File: src/rtl/pc_pkg.sv
// Shared definitions for the fetch PC unit: default widths, the sequential
// PC step and the fetch FSM state encoding.
package pc_pkg;

  localparam int ADDR_W_DEF  = 64;
  localparam int INST_W_DEF  = 32;
  localparam int PC_STEP_DEF = 4;

  localparam logic [1:0] ST_BOOT  = 2'd0;
  localparam logic [1:0] ST_FETCH = 2'd1;
  localparam logic [1:0] ST_HOLD  = 2'd2;

  // A resolved control-flow report only redirects when it was taken.
  function automatic logic is_redirect(input logic valid, input logic taken);
    return valid & taken;
  endfunction

endpackage

File: src/rtl/branch_target_calc.sv
// Redirect target: register target for BR, otherwise branch PC plus the
// word-scaled sign-extended immediate. Wraps modulo 2^ADDR_W.
module branch_target_calc import pc_pkg::*; #(
  parameter int ADDR_W = ADDR_W_DEF
) (
  input  logic              br_reg_i,
  input  logic [ADDR_W-1:0] br_pc_i,
  input  logic [63:0]       ext_imm_i,
  input  logic [ADDR_W-1:0] reg_target_i,
  output logic [ADDR_W-1:0] target_o
);

  logic [63:0] offset;

  // Immediates count instructions; scale to bytes (low two bits become zero).
  assign offset   = ext_imm_i << 2;
  assign target_o = br_reg_i ? reg_target_i : br_pc_i + offset[ADDR_W-1:0];

endmodule

File: src/rtl/fetch_pc_unit.sv
// Fetch PC unit: owns the PC, fetches over a req/ack memory handshake and
// holds one instruction for decode. Taken branches redirect the PC; a fetch
// in flight during a redirect is completed and its data dropped.
// Optional FETCH_PERF_CNT_EN adds fetch_count / flush_count outputs.
module fetch_pc_unit import pc_pkg::*; #(
  parameter int ADDR_W  = ADDR_W_DEF,
  parameter int INST_W  = INST_W_DEF,
  parameter int PC_STEP = PC_STEP_DEF
) (
  input  logic              CLK,
  input  logic              resetl,
  input  logic [ADDR_W-1:0] StartPC,
  output logic              imem_req,
  output logic [ADDR_W-1:0] imem_addr,
  input  logic              imem_ack,
  input  logic [INST_W-1:0] imem_data,
  output logic              inst_valid,
  output logic [INST_W-1:0] inst,
  output logic [ADDR_W-1:0] inst_pc,
  input  logic              inst_ready,
  input  logic              br_valid,
  input  logic              br_taken,
  input  logic              br_reg,
  input  logic [ADDR_W-1:0] br_pc,
  input  logic [63:0]       ExtImm,
  input  logic [ADDR_W-1:0] RegTarget
`ifdef FETCH_PERF_CNT_EN
  ,
  output logic [31:0]       fetch_count,
  output logic [31:0]       flush_count
`endif
);

  logic [1:0]        state_q, state_d;
  logic [ADDR_W-1:0] pc_q, pc_d;
  logic [INST_W-1:0] inst_q, inst_d;
  logic [ADDR_W-1:0] inst_pc_q, inst_pc_d;
  logic              drop_q, drop_d;
  logic [ADDR_W-1:0] drop_addr_q, drop_addr_d;
  logic [ADDR_W-1:0] target;
  logic              redirect;

  branch_target_calc #(.ADDR_W(ADDR_W)) u_tgt (
    .br_reg_i     (br_reg),
    .br_pc_i      (br_pc),
    .ext_imm_i    (ExtImm),
    .reg_target_i (RegTarget),
    .target_o     (target)
  );

  // Redirects arriving before the PC is loaded from StartPC are ignored.
  assign redirect = (state_q != ST_BOOT) && is_redirect(br_valid, br_taken);

  assign imem_req   = (state_q == ST_FETCH);
  // While a killed request is outstanding the address must stay on the old PC.
  assign imem_addr  = drop_q ? drop_addr_q : pc_q;
  assign inst_valid = (state_q == ST_HOLD);
  assign inst       = inst_q;
  assign inst_pc    = inst_pc_q;

  // Next-state logic for the fetch FSM, PC and held instruction.
  always_comb begin
    state_d     = state_q;
    pc_d        = pc_q;
    inst_d      = inst_q;
    inst_pc_d   = inst_pc_q;
    drop_d      = drop_q;
    drop_addr_d = drop_addr_q;
    case (state_q)
      ST_BOOT: begin
        pc_d    = StartPC;
        state_d = ST_FETCH;
      end
      ST_FETCH: begin
        if (redirect) begin
          pc_d = target;
          if (imem_ack) begin
            drop_d = 1'b0;
          end else begin
            drop_d = 1'b1;
            if (!drop_q) drop_addr_d = pc_q;
          end
        end else if (imem_ack) begin
          if (drop_q) begin
            drop_d = 1'b0;
          end else begin
            inst_d    = imem_data;
            inst_pc_d = pc_q;
            pc_d      = pc_q + ADDR_W'(PC_STEP);
            state_d   = ST_HOLD;
          end
        end
      end
      ST_HOLD: begin
        if (redirect) begin
          pc_d    = target;
          state_d = ST_FETCH;
        end else if (inst_ready) begin
          state_d = ST_FETCH;
        end
      end
      default: state_d = ST_BOOT;
    endcase
  end

  // State registers, cleared asynchronously.
  always_ff @(posedge CLK or negedge resetl) begin
    if (!resetl) begin
      state_q     <= ST_BOOT;
      pc_q        <= '0;
      inst_q      <= '0;
      inst_pc_q   <= '0;
      drop_q      <= 1'b0;
      drop_addr_q <= '0;
    end else begin
      state_q     <= state_d;
      pc_q        <= pc_d;
      inst_q      <= inst_d;
      inst_pc_q   <= inst_pc_d;
      drop_q      <= drop_d;
      drop_addr_q <= drop_addr_d;
    end
  end

`ifdef FETCH_PERF_CNT_EN
  logic [31:0] fetch_cnt_q, flush_cnt_q;

  // Accepted-instruction and redirect counters, free-running and wrapping.
  always_ff @(posedge CLK or negedge resetl) begin
    if (!resetl) begin
      fetch_cnt_q <= '0;
      flush_cnt_q <= '0;
    end else begin
      if (inst_valid && inst_ready && !redirect) fetch_cnt_q <= fetch_cnt_q + 32'd1;
      if (redirect) flush_cnt_q <= flush_cnt_q + 32'd1;
    end
  end

  assign fetch_count = fetch_cnt_q;
  assign flush_count = flush_cnt_q;
`endif

endmodule

File: config.mk
export PLATFORM = sky130hd
export DESIGN_NAME = fetch_pc_unit
export DESIGN_NICKNAME = d
export VERILOG_FILES = /design/src/rtl/pc_pkg.sv /design/src/rtl/branch_target_calc.sv /design/src/rtl/fetch_pc_unit.sv
export SDC_FILE = /design/constraint.sdc
export NUM_CORES = 1
export LEC_CHECK = 0
export BUFFER_PORTS_ARGS = -buffer_cell sky130_fd_sc_hd__buf_2
export CAP_MARGIN = 20
export CORE_ASPECT_RATIO = 1.1
export CORE_MARGIN = 5
export CORE_UTILIZATION = 30
export CTS_CLUSTER_SIZE = 30
export DETAILED_ROUTE_END_ITERATION = 16
export GPL_ROUTABILITY_DRIVEN = 0
export PLACE_DENSITY_LB_ADDON = 0.2
export SYNTH_ARGS = -nofsm -noshare
export SYNTH_HDL_FRONTEND = slang
export SYNTH_HIERARCHICAL = 1
export SYNTH_SLANG_ARGS = --single-unit
File: constraint.sdc
create_clock -name CLK -period 3.4 [get_ports CLK]
set_clock_uncertainty 0.2 [all_clocks]
set_input_delay 0.51 -clock CLK [delete_from_list [all_inputs] [get_ports CLK]]
set_output_delay 0.51 -clock CLK [all_outputs]
set_load 0.02 [all_outputs]
After elaboration in Yosys (flattened, before gate mapping)
Cells that the tools add are included.
- $add $sub $neg: 2
- bitwise gates (word level): 4
- mux-type cells: 16
- reductions and logical operators: 10
- eq/ne operators: 9
- operators by type and width (kind ; number):
    $mux W64 ; 6
    $pmux W64 S3 ; 1
    $add A64 B3 Y64 const B ; 1
    $add A64 B64 Y64 ; 1
    $reduce_and A4 Y1 ; 3
    $mux W2 ; 5
    $ne A3 B1 Y1 const B ; 2
    $pmux W2 S3 ; 1
    $ne A2 B1 Y1 const B ; 2
    $ne A2 B2 Y1 const B ; 2
    $reduce_bool A2 Y1 ; 2
    $mux W1 ; 3
    $ne A3 B2 Y1 const B ; 1
    $not A1 Y1 ; 3
    $reduce_and A3 Y1 ; 1
    $reduce_bool A3 Y1 ; 1
    $eq A2 B1 Y1 const B ; 1
    $eq A2 B2 Y1 const B ; 1
    $logic_not A2 Y1 ; 1
    $reduce_and A2 Y1 ; 1
    $and A1 B1 Y1 ; 1
    $logic_and A1 B1 Y1 ; 1
- logic and storage cells: 47
- flip-flop bits (word level): 227
- bits of input ports: 295
- output and inout bits: 162

Logic depth before layout (Yosys ltp)
Gate-level depths: netlist of the first run.
- depth in word-level cells: 5
- gate-level depth with buffers: 16
- gate-level depth less buffers: 16

Hierarchy
Netlist of the first run, hierarchy kept.
- by module, submodules not included (module ; area each (um^2) ; seq. area each (um^2) ; cells an instance ; times used):
    fetch_pc_unit ; 11997.8 ; 5680.4 ; 1145 ; 1
    branch_target_calc ; 4229.1 ; 0.0 ; 666 ; 1

Worst setup path after synthesis of the first run
No wires, ideal clock.
- path kind: input-to-reg
- start point: input port br_pc[2]
- end point: register pc_q[60]
- slack: -0.382 ns
- cell stages on the path: 16
- required time: 3.072 ns
- arrival time: 3.455 ns
- library setup time: 0.128 ns
- path through: ha_1 fa_1 a211oi_1 o21bai_1 a221oi_2 nand4_1 a221oi_2 a22oi_2 a21o_1 a311oi_1 a41o_1 a21oi_1 nand3_1 a21oi_1 a21oi_1 o21ai_0
- cells in the longest elaborated chain, start to end: 4
- RTL lines (element ; line ; source):
    from (decl) ; fetch_pc_unit.sv:24 ; input logic [ADDR_W-1:0] br_pc,
    $add A64 B64 Y64 (*) ; branch_target_calc.sv:17 ; assign target_o = br_reg_i ? reg_target_i : br_pc_i + offset[ADDR_W-1:0];
    $mux W64 (*) ; branch_target_calc.sv:17 ;
    net target[60] ; fetch_pc_unit.sv:40 ; logic [ADDR_W-1:0] target;
    $mux W64, on equally long branches ; fetch_pc_unit.sv:95, fetch_pc_unit.sv:75 ;
    $pmux W64 S3 (*) ; fetch_pc_unit.sv:69 ; case (state_q)
    to (signal assigned) ; fetch_pc_unit.sv:117 ; pc_q <= pc_d;
    to (decl) ; fetch_pc_unit.sv:35 ; logic [ADDR_W-1:0] pc_q, pc_d;
Mark *: on every way through the listed nets, which the timed path passes. The rest lies on a longest branch. The select of a mux whose other input is x is not followed.
A chain may end at the register's enable or synchronous reset.

Worst setup path after layout of the first run
- start point: input port ExtImm[0]
- end point: register pc_q[60]
- cells in the longest elaborated chain, start to end: 4
- RTL lines (element ; line ; source):
    from (decl) ; fetch_pc_unit.sv:25 ; input logic [63:0] ExtImm,
    $add A64 B64 Y64 (*) ; branch_target_calc.sv:17 ;
    $mux W64 (*) ; branch_target_calc.sv:17 ;
    net target[60] ; fetch_pc_unit.sv:40 ;
    $mux W64, on equally long branches ; fetch_pc_unit.sv:95, fetch_pc_unit.sv:75 ;
    $pmux W64 S3 (*) ; fetch_pc_unit.sv:69 ;
Marked as above.

==> run metrics, run 1 <==
run status=finished with violations; failing checks=setup timing; number of placed instances, taps included=3101; die area=58800 um^2; Final Worst Setup Slack=-0.0177 ns; Synth async-reset ratio=100%; Seq/Total Area, Yosys=35.0%; hold path cells=2; synth unique cells=81; CTS Buf Count=25; Worst Reg-to-Reg Cells=8; Slew headroom=34.5%; Critical Setup Path Class=input pin to flop; cell taking the most area after synthesis=dfrtp_1; total leakage power=10.3 nW; Post-Syn Area=16200 um^2; Max-cap violations=0; pwr/cell area=867 nW/um^2; worst-path fanout max=4; antenna-violating nets left=0; vias in the first global route=16600; vias post-DR=16400; clock sinks=227; initial antenna violation count=24; largest cells by area after synthesis=dfrtp_1, mux2_2, o21ai_0, ha_1, nand2_1; Highest Clock Rate=293 MHz; CTS tree=done; Final Hold Fails=0; total wire length=65.2 mm; H-tree depth=1; reg2reg start=pc_q[2]; Worst-Skew Late Latency=0.53 ns; Die X=232 um; core area=53600 um^2; Cells after Synth=1811; Initial Util=30.3%; Clock Pin Slew Worst Setup and Hold Paths=0.06 ns; layout cells sized above 1=41.2%; Post-synth top flop=dfrtp_1; DIE HEIGHT=254 um; Critical Path Sink Type=flop; commonest cells after routing, fill and taps aside=buf_2, dfrtp_1, buf_4, mux2_2, nand2_1; Hold EP=inst[14]; post-layout min period=3.42 ns; number of I/O port buffers=454; DRT Pass-1 Iters=5; All-Layer GR Usage=20.8%; first-pass GRT wire length=97.5 mm; crit path DAT=3.63 ns; Final Util=41.4%; CP startpoint kind=input pin; RSZ-0062 raised after global routing=true; Worst Hold Class=input pin to flop; hold path start=imem_data[14]; VDD IR max=1.24 mV; DP HPWL=51.0 mm; R2R Setup Slk=0.16 ns; worst-margin pin slew=0.982 ns; vias per cell=5.14; Final Non-Filler Cells=3193; largest net degree at the start of global routing=109; Residual DRC=0; share of the synthesized area in the top cell type=35.0%; Iter 0 DRT Violations=1023; I/O pins=457; WL/cell=20.4 um; Layout Nets=2796; most common cell after layout, fill and taps aside=buf_2; FF-to-FF End=pc_q[60]; clock root buffer=clkbuf_16; yosys warns=6; Syn Nets=2173; Overflow after GRT=0; Finish-stage setup viols=1; period utilization=101%; flops & latches, synth=227; WP data required=3.61 ns; EDFF count, synth=0; maximum root-to-sink buffer count=3; count of pins over their slew limit=0; Area Growth Syn to Fin=36.7%; Avg Inst Size Synth=8.96 um^2; FP Rows=89
## how the worst max path moves through the flow
stage               endpoint  cells after the start  slack [ns]       from
floorplan           pc_q[56]                     16       -0.20   br_pc[2]
detailed placement  pc_q[58]                     18       -0.68   br_pc[2]
global placement    pc_q[56]                     19       -0.68   br_pc[2]
CTS                 pc_q[60]                     19       0.005  ExtImm[0]
global route        pc_q[60]                     19       -0.21  ExtImm[0]
finish              pc_q[60]                     19       -0.02  ExtImm[0]
## timing repair
action | in CTS | in global routing
pin swaps | 15 | 21
hold buffers | 29 | 1
endpoints found under the hold margin | 103 | 1
gates resized for setup | 9 | 40
setup endpoints to repair | 7 | 23
setup buffers | 2 | 2
## critical path, stage by stage
cell and delay, ns:
buf_6 0.10, ha_4 0.15, fa_2 0.36, a211oi_4 0.24, o21bai_2 0.12, a221oi_2 0.25
buf_4 0.17, nand4_1 0.13, a221oi_2 0.28, buf_4 0.16, a22oi_2 0.09, a21o_1 0.24
a311oi_2 0.26, a41o_1 0.14, a21oi_2 0.05, nand3_1 0.09, a21oi_1 0.06, a21oi_1 0.13
o21ai_1 0.08
## registers in the layout, summed over array words and instances, names as in the netlist
| register | cells |
|---|---|
| pc_q | 64 |
| drop_q | 1 |
| inst_pc | 64 |
| inst | 32 |
| state_q | 2 |
| drop_addr_q | 64 |
## metal layers
metal / up-vias / track usage, % / part of all wire (%)
li1: 7908 / - / -
met3: 92 / 3.11 / 6.0
met1: 7862 / 28.5 / 44
met5: - / 0 / 0.11
met2: 535 / 34.2 / 47
met4: 12 / 6.35 / 2.6
## metrics by stage
step | setup TNS [ns] | setup slack [ns] | power, mW | cell area (um^2) | hold slack, ns
after floorplan | -0.577 | -0.201 | 12.2 | 16300 | 0.0144
after global placement | -13.75 | -0.681 | 16.4 | 20800 | 0.262
after detailed placement | -14.98 | -0.682 | 16.6 | 20800 | 0.270
after CTS | 0 | 0.00485 | 19.2 | 21900 | 0.00145
after global routing | -1.21 | -0.212 | 20.5 | 22200 | 0.00488
final | -0.0177 | -0.0177 | 19.2 | 22200 | 0.0248
## cell type report
| type | count | area [um^2] |
|---|---|---|
| diodes | 15 | 37.5 |
| clock buffers | 37 | 681 |
| clock inverters | 6 | 61.3 |
| fillers | 5387 | 31400 |
| inverters | 29 | 109 |
| multi-input cells | 1432 | 10200 |
| flip-flops and latches | 227 | 5680 |
| well taps | 728 | 911 |
| repair buffers | 719 | 4490 |
## report_power, final
group | total [mW] | leakage (nW) | switching, mW | internal [mW]
Sequential | 5.18 | 2.80 | 1.11 | 4.07
Clock | 2.57 | 0.358 | 1.12 | 1.46
Combinational | 11.5 | 7.14 | 6.85 | 4.64
Total | 19.2 | 10.3 | 9.07 | 10.2
## kinds of logic (layout without fill, tap and decap cells)
group           count (synthesis)  count (layout)  synth area share, %
buf+inv                       152             791                 3.88
simple gates                  547             547                 16.6
xor+xnor                       81              81                 4.37
other cells                     0              15                    0
fa+ha+maj                      67              67                 5.21
mux                           223             223                 15.4
flops                         227             227                 35.0
compound gates                514             514                 19.5
## cells in the mapped netlist (6+ instances only)
| cell | n |
|---|---|
| and3_1 | 37 |
| buf_2 | 9 |
| a211oi_1 | 24 |
| nand4_1 | 31 |
| xor2_1 | 33 |
| o21bai_1 | 20 |
| a21o_1 | 39 |
| or4_1 | 6 |
| nor2_1 | 96 |
| mux2_2 | 216 |
| nand3_1 | 49 |
| nor4_1 | 15 |
| a21oi_1 | 132 |
| o21ai_1 | 8 |
| a221oi_1 | 20 |
| or3_1 | 7 |
| clkbuf_1 | 100 |
| and4_1 | 6 |
| nand2_1 | 204 |
| a31oi_1 | 9 |
| or2_2 | 7 |
| o211ai_1 | 12 |
| inv_1 | 28 |
| and2_1 | 8 |
| mux2i_1 | 7 |
| nand2b_1 | 10 |
| o21ai_0 | 175 |
| dfrtp_1 | 227 |
| o31ai_1 | 12 |
| ha_1 | 66 |
| o22ai_1 | 11 |
| o221ai_1 | 6 |
| xnor2_1 | 48 |
| nor3_1 | 40 |
No activity file was read; power rests on OpenSTA's default activity.
==> run 2: changes to the inputs <==
--- a/config.mk
+++ b/config.mk
@@ -14,6 +14,7 @@
 export DETAILED_ROUTE_END_ITERATION = 16
 export GPL_ROUTABILITY_DRIVEN = 0
 export PLACE_DENSITY_LB_ADDON = 0.2
+export SKIP_LAST_GASP = 1
 export SYNTH_ARGS = -nofsm -noshare
 export SYNTH_HDL_FRONTEND = slang
 export SYNTH_HIERARCHICAL = 1
==> run metrics, run 2 (synthesis results as in run 1) <==
run status=finished with violations; failing checks=setup timing; CP cell instances=buf_6, ha_4, fa_2, a211oi_4, o21bai_2, a221oi_2, buf_4, nand4_1, a221oi_2, buf_4, a22oi_2, a21o_1, a311oi_2, a41o_1, a21oi_2, nand3_1, a21oi_1, a21oi_1, o21ai_1; worst-path fanout max=4; WP data required=3.61 ns; Final Power=19.2 mW; Final Hold Fails=0; Clock Pin Slew Worst Setup and Hold Paths=0.06 ns; Highest Clock Rate=293 MHz; clock root buffer=clkbuf_16; commonest cells after routing, fill and taps aside=buf_2, dfrtp_1, buf_4, mux2_2, nand2_1; vias per cell=5.15; WP buf/inv=3; Critical-path top delay cell=fa_2; Max-cap violations=0; total wire length=65.1 mm; VDD IR max=1.24 mV; DIE HEIGHT=254 um; Residual DRC=0; Final Worst Setup Slack=-0.0127 ns; Overflow after GRT=0; crit path DAT=3.62 ns; antenna-violating nets left=0; Final Cell Area=22200 um^2; most common cell after layout, fill and taps aside=buf_2; Critical Path Sink Type=flop; Iter 0 DRT Violations=1053; H-tree depth=1; DP HPWL=51.0 mm; worst-margin pin slew=0.979 ns; number of I/O port buffers=454; layout cells sized above 1=41.0%; hold_ws=0.0258 ns; Finish-stage setup viols=1; I/O pins=457; CTS Buf Count=25; post-layout min period=3.41 ns; CTS tree=done; Final Util=41.4%; DRT Pass-1 Iters=5; WL/cell=20.4 um; Worst-Skew Late Latency=0.53 ns; vias post-DR=16400; core area=53600 um^2; Fillers=5390; total leakage power=10.3 nW; vias in the first global route=16600; clock sinks=227; Area Growth Syn to Fin=36.6%; first-pass GRT wire length=97.5 mm; Slew headroom=34.7%; die area=58800 um^2; setup_tns=-0.0127 ns; largest net degree at the start of global routing=109; count of pins over their slew limit=0; RSZ-0062 raised after global routing=true; maximum root-to-sink buffer count=3; All-Layer GR Usage=20.8%; Layout Nets=2796; initial antenna violation count=24; Initial Util=30.3%; CP max stage delay=0.36 ns; area post-placement=20800 um^2; period utilization=100%; CP startpoint kind=input pin; FP Rows=89; delay-heaviest family, CP=compound AO/OA/AOI/OAI gates; Critical Setup Path Class=input pin to flop; Die X=232 um; pwr/cell area=866 nW/um^2; Worst Hold Class=input pin to flop
-- run 2: cell types whose count changed in the layout (fill, tap and decap cells not counted), sizes merged --
| cell | before | now |
|---|---|---|
| diode | 15 | 16 |
-- run 2: cell type report --
cell class / count / area [um^2] / area share, %
clock buffer: 37 / 681 / 3.07
antenna: 16 / 40.0 / 0.181
multi-input combinational: 1432 / 10200 / 46.0
tap: 728 / 911 / 4.11
sequential: 227 / 5680 / 25.6
timing repair buffer: 719 / 4490 / 20.2
inverter: 29 / 109 / 0.491
clock inverter: 6 / 61.3 / 0.277
-- run 2: final timing paths --
check | slack (ns) | cells past startpoint | to | from
setup / recovery | -0.01 | 19 | pc_q[60] | ExtImm[0]
hold / removal | 0.03 | 2 | inst[14] | imem_data[14]
min in group asynchronous | 0.40 | 2 | inst_pc[5] | resetl
max in group asynchronous | 1.78 | 3 | inst_pc[30] | resetl
setup reg to reg | 0.18 | 8 | pc_q[60] | pc_q[2]
hold reg to reg | 0.28 | 2 | inst_pc[12] | inst_pc[12]
-- run 2: timing repair --
item | CTS | global route
endpoints found under the setup margin | 7 | 23
resized for setup | 9 | 35
buffers inserted | 2 | 2
hold endpoints to repair | 103 | 1
hold buffers | 29 | 1
cloned | 0 | 0
pin swaps | 15 | 21
-- run 2: report_power, final --
group          switching [mW]  internal, mW  leakage, nW
registers                1.11          4.07         2.80
clock network            1.11          1.46        0.358
logic                    6.83          4.63         7.14
-- run 2: metrics by stage --
stage / cells / setup slack [ns]
6_report: 3194 / -0.0127
5_1_grt: 3190 / -0.212
4_1_cts: 3175 / 0.00485
3_5_place_dp: 3101 / -0.682
3_3_place_gp: 3101 / -0.681
2_1_floorplan: 1811 / -0.201
-- run 2: per-layer routing --
metal	routed length (um)	part of all wire, %	vias up	track usage [%]
li1	-	-	7900	-
met3	3840	5.9	91	3.11
met2	30500	47	551	34.2
met1	29000	45	7882	28.5
met5	69	0.11	-	0
met4	1690	2.6	12	6.35
==> run 3: changes to the inputs <==
--- a/config.mk
+++ b/config.mk
@@ -17,5 +17,4 @@
 export SKIP_LAST_GASP = 1
 export SYNTH_ARGS = -nofsm -noshare
 export SYNTH_HDL_FRONTEND = slang
-export SYNTH_HIERARCHICAL = 1
 export SYNTH_SLANG_ARGS = --single-unit
==> run metrics, run 3 <==
run status=finished clean; Slew headroom=35.9%; count of pins over their slew limit=0; Final Non-Filler Cells=3005; Overflow after GRT=0; top-count cell post-synth=dfrtp_1; Reg power frac=26.6%; commonest cells after routing, fill and taps aside=buf_2, dfrtp_1, mux2_2, buf_4, nand2_1; area post-placement=20100 um^2; DIE HEIGHT=250 um; pwr/cell area=909 nW/um^2; worst-path fanout max=3; Worst-Skew Late Latency=0.53 ns; EDFF count, synth=0; Cells after Synth=1693; largest cells by area after synthesis=dfrtp_1, mux2_2, ha_1, o21ai_0, a21oi_1; maximum root-to-sink buffer count=3; Post-Syn Area=15800 um^2; number of I/O port buffers=454; antenna-violating nets left=0; CP max stage delay=0.42 ns; CTS Buf Count=25; H-tree depth=1; Die X=229 um; Residual DRC=0; Gate power share=59.5%; Critical Path Sink Type=flop; CTS tree=done; initial antenna violation count=23; Avg Inst Size Synth=9.32 um^2; crit path DAT=3.44 ns; VDD IR max=0.755 mV; Area Growth Syn to Fin=34.8%; I/O pins=457; layout cells sized above 1=41.0%; Final Hold Fails=0; clock root buffer=clkbuf_16; Final Power=19.3 mW; clock sinks=227; CP cell instances=buf_2, ha_1, fa_1, a211oi_2, o211ai_1, nand3_1, a21oi_1, o31ai_2, buf_4, o21ai_2, a221o_1, a21oi_1, nand2_1, a311oi_1; first-pass GRT wire length=96.5 mm; flops & latches, synth=227; Worst Hold Class=input pin to flop; Final Cell Area=21300 um^2; Internal=10.4 mW; cell taking the most area after synthesis=dfrtp_1; FP Rows=88; yosys warns=0; most common cell after layout, fill and taps aside=buf_2; Critical Setup Path Class=input pin to flop; die area=57300 um^2; largest net degree at the start of global routing=94; worst-margin pin slew=0.962 ns; DP HPWL=50.9 mm; switching share of power=46.4%; setup_tns=0 ns; Max-cap violations=0; Clock Pin Slew Worst Setup and Hold Paths=0.06 ns; period utilization=94.5%; total leakage power=9.91 nW; Initial Util=30.2%; Layout Nets=2657; share of the synthesized area in the top cell type=36.0%; vias post-DR=15700; Highest Clock Rate=311 MHz; RSZ-0062 raised after global routing=true; P_sw=8.97 mW; Worst path most repeated cell=a21oi_1; Syn Nets=2055; Iter 0 DRT Violations=1090; number of placed instances, taps included=2911; WL/cell=21.3 um; DRT Pass-1 Iters=5; Critical-path top delay cell=fa_1; core area=52300 um^2; Synth async-reset ratio=100%; CP startpoint kind=input pin; total wire length=64.0 mm; clock share of power=13.8%; synth unique cells=80; vias in the first global route=15800; commonest cells in the netlist=dfrtp_1, mux2_2, nand2_1, o21ai_0, a21oi_1; Finish-stage setup viols=0; Post-synth top flop=dfrtp_1; Seq/Total Area, Yosys=36.0%; WP data required=3.63 ns; post-layout min period=3.21 ns; vias per cell=5.22; All-Layer GR Usage=21.2%
run 3: cell count changes in the layout (fill, tap and decap cells not counted), sizes merged, moves of 9 or more:
cell | before | now
buf | 689 | 652
nor4 | 19 | 8
nor3 | 41 | 59
and3 | 38 | 18
nor2 | 96 | 117
nand3 | 50 | 40
a21oi | 132 | 118
nand2 | 204 | 143
xnor2 | 48 | 57
o21ai | 183 | 140
o221ai | 6 | 18
run 3: layout make-up:
| cell class | count | area (um^2) |
|---|---|---|
| Multi-Input combinational cell | 1329 | 9600 |
| Antenna cell | 19 | 47.5 |
| Inverter | 28 | 105 |
| Fill cell | 5282 | 31000 |
| Sequential cell | 227 | 5680 |
| Clock inverter | 8 | 73.8 |
| Timing Repair Buffer | 684 | 4190 |
| Tap cell | 675 | 845 |
| Clock buffer | 35 | 713 |
run 3: worst paths after layout:
kind / start / end / slack (ns) / cells past startpoint
max: br_pc[2] / pc_q[60] / 0.19 / 14
min reg2reg: inst_pc[47] / inst_pc[47] / 0.27 / 2
min: imem_data[16] / inst[16] / 0.05 / 2
max reg2reg: pc_q[13] / pc_q[63] / 0.21 / 10
min in group asynchronous: resetl / inst_pc[13] / 0.36 / 2
max in group asynchronous: resetl / inst_pc[40] / 1.79 / 3
run 3: repair_timing:
action,in CTS,in global routing
hold buffers,32,0
buffers inserted,0,0
gates resized for setup,0,2
setup endpoints to repair,0,5
endpoints found under the hold margin,95,0
run 3: cell families after synthesis:
logic type               share of synthesized area, %
XOR/XNOR                                         5.39
AO/OA/AOI/OAI                                    19.3
multiplexers                                     16.0
AND/OR/NAND/NOR                                  14.4
adder cells (fa/ha/maj)                          5.36
buffers and inverters                            3.45
flip-flops                                       36.0
run 3: metrics by stage:
step | hold WS, ns | util (%) | setup WS, ns
floorplan | 0.0144 | - | 0.0205
global placement | 0.258 | 38.4 | -0.393
detailed placement | 0.266 | 38.4 | -0.422
CTS | 0.0135 | 40.5 | 0.133
global route | 0.0266 | 40.6 | -0.0275
finish | 0.0486 | 40.6 | 0.188
run 3: power groups by stage:
stage / clock, mW / sequential [mW] / combinational (mW)
after CTS: 2.78 / 5.14 / 11.5
after detailed placement: 0 / 5.18 / 11.5
final: 2.67 / 5.14 / 11.5
after global placement: 0 / 5.11 / 11.3
after global routing: 2.87 / 5.31 / 12.5
after floorplan: 0 / 5.57 / 6.70
run 3: worst max-delay path: cells and delay by family:
kind,cells,cell delay (ns)
AOI/OAI and AO/OA,8,1.75
adders and majority gates,2,0.63
buffers and inverters,2,0.26
and+or+nand+nor,2,0.30
run 3: routing by layer:
layer | wire, um | track usage (%) | share of wire, % | vias up
li1 | - | - | - | 7475
met4 | 1360 | 5.84 | 2.1 | 4
met1 | 28600 | 29.5 | 45 | 7617
met2 | 30300 | 34.8 | 47 | 522
met3 | 3660 | 2.97 | 5.7 | 76
met5 | 25 | 0 | 0.039 | -
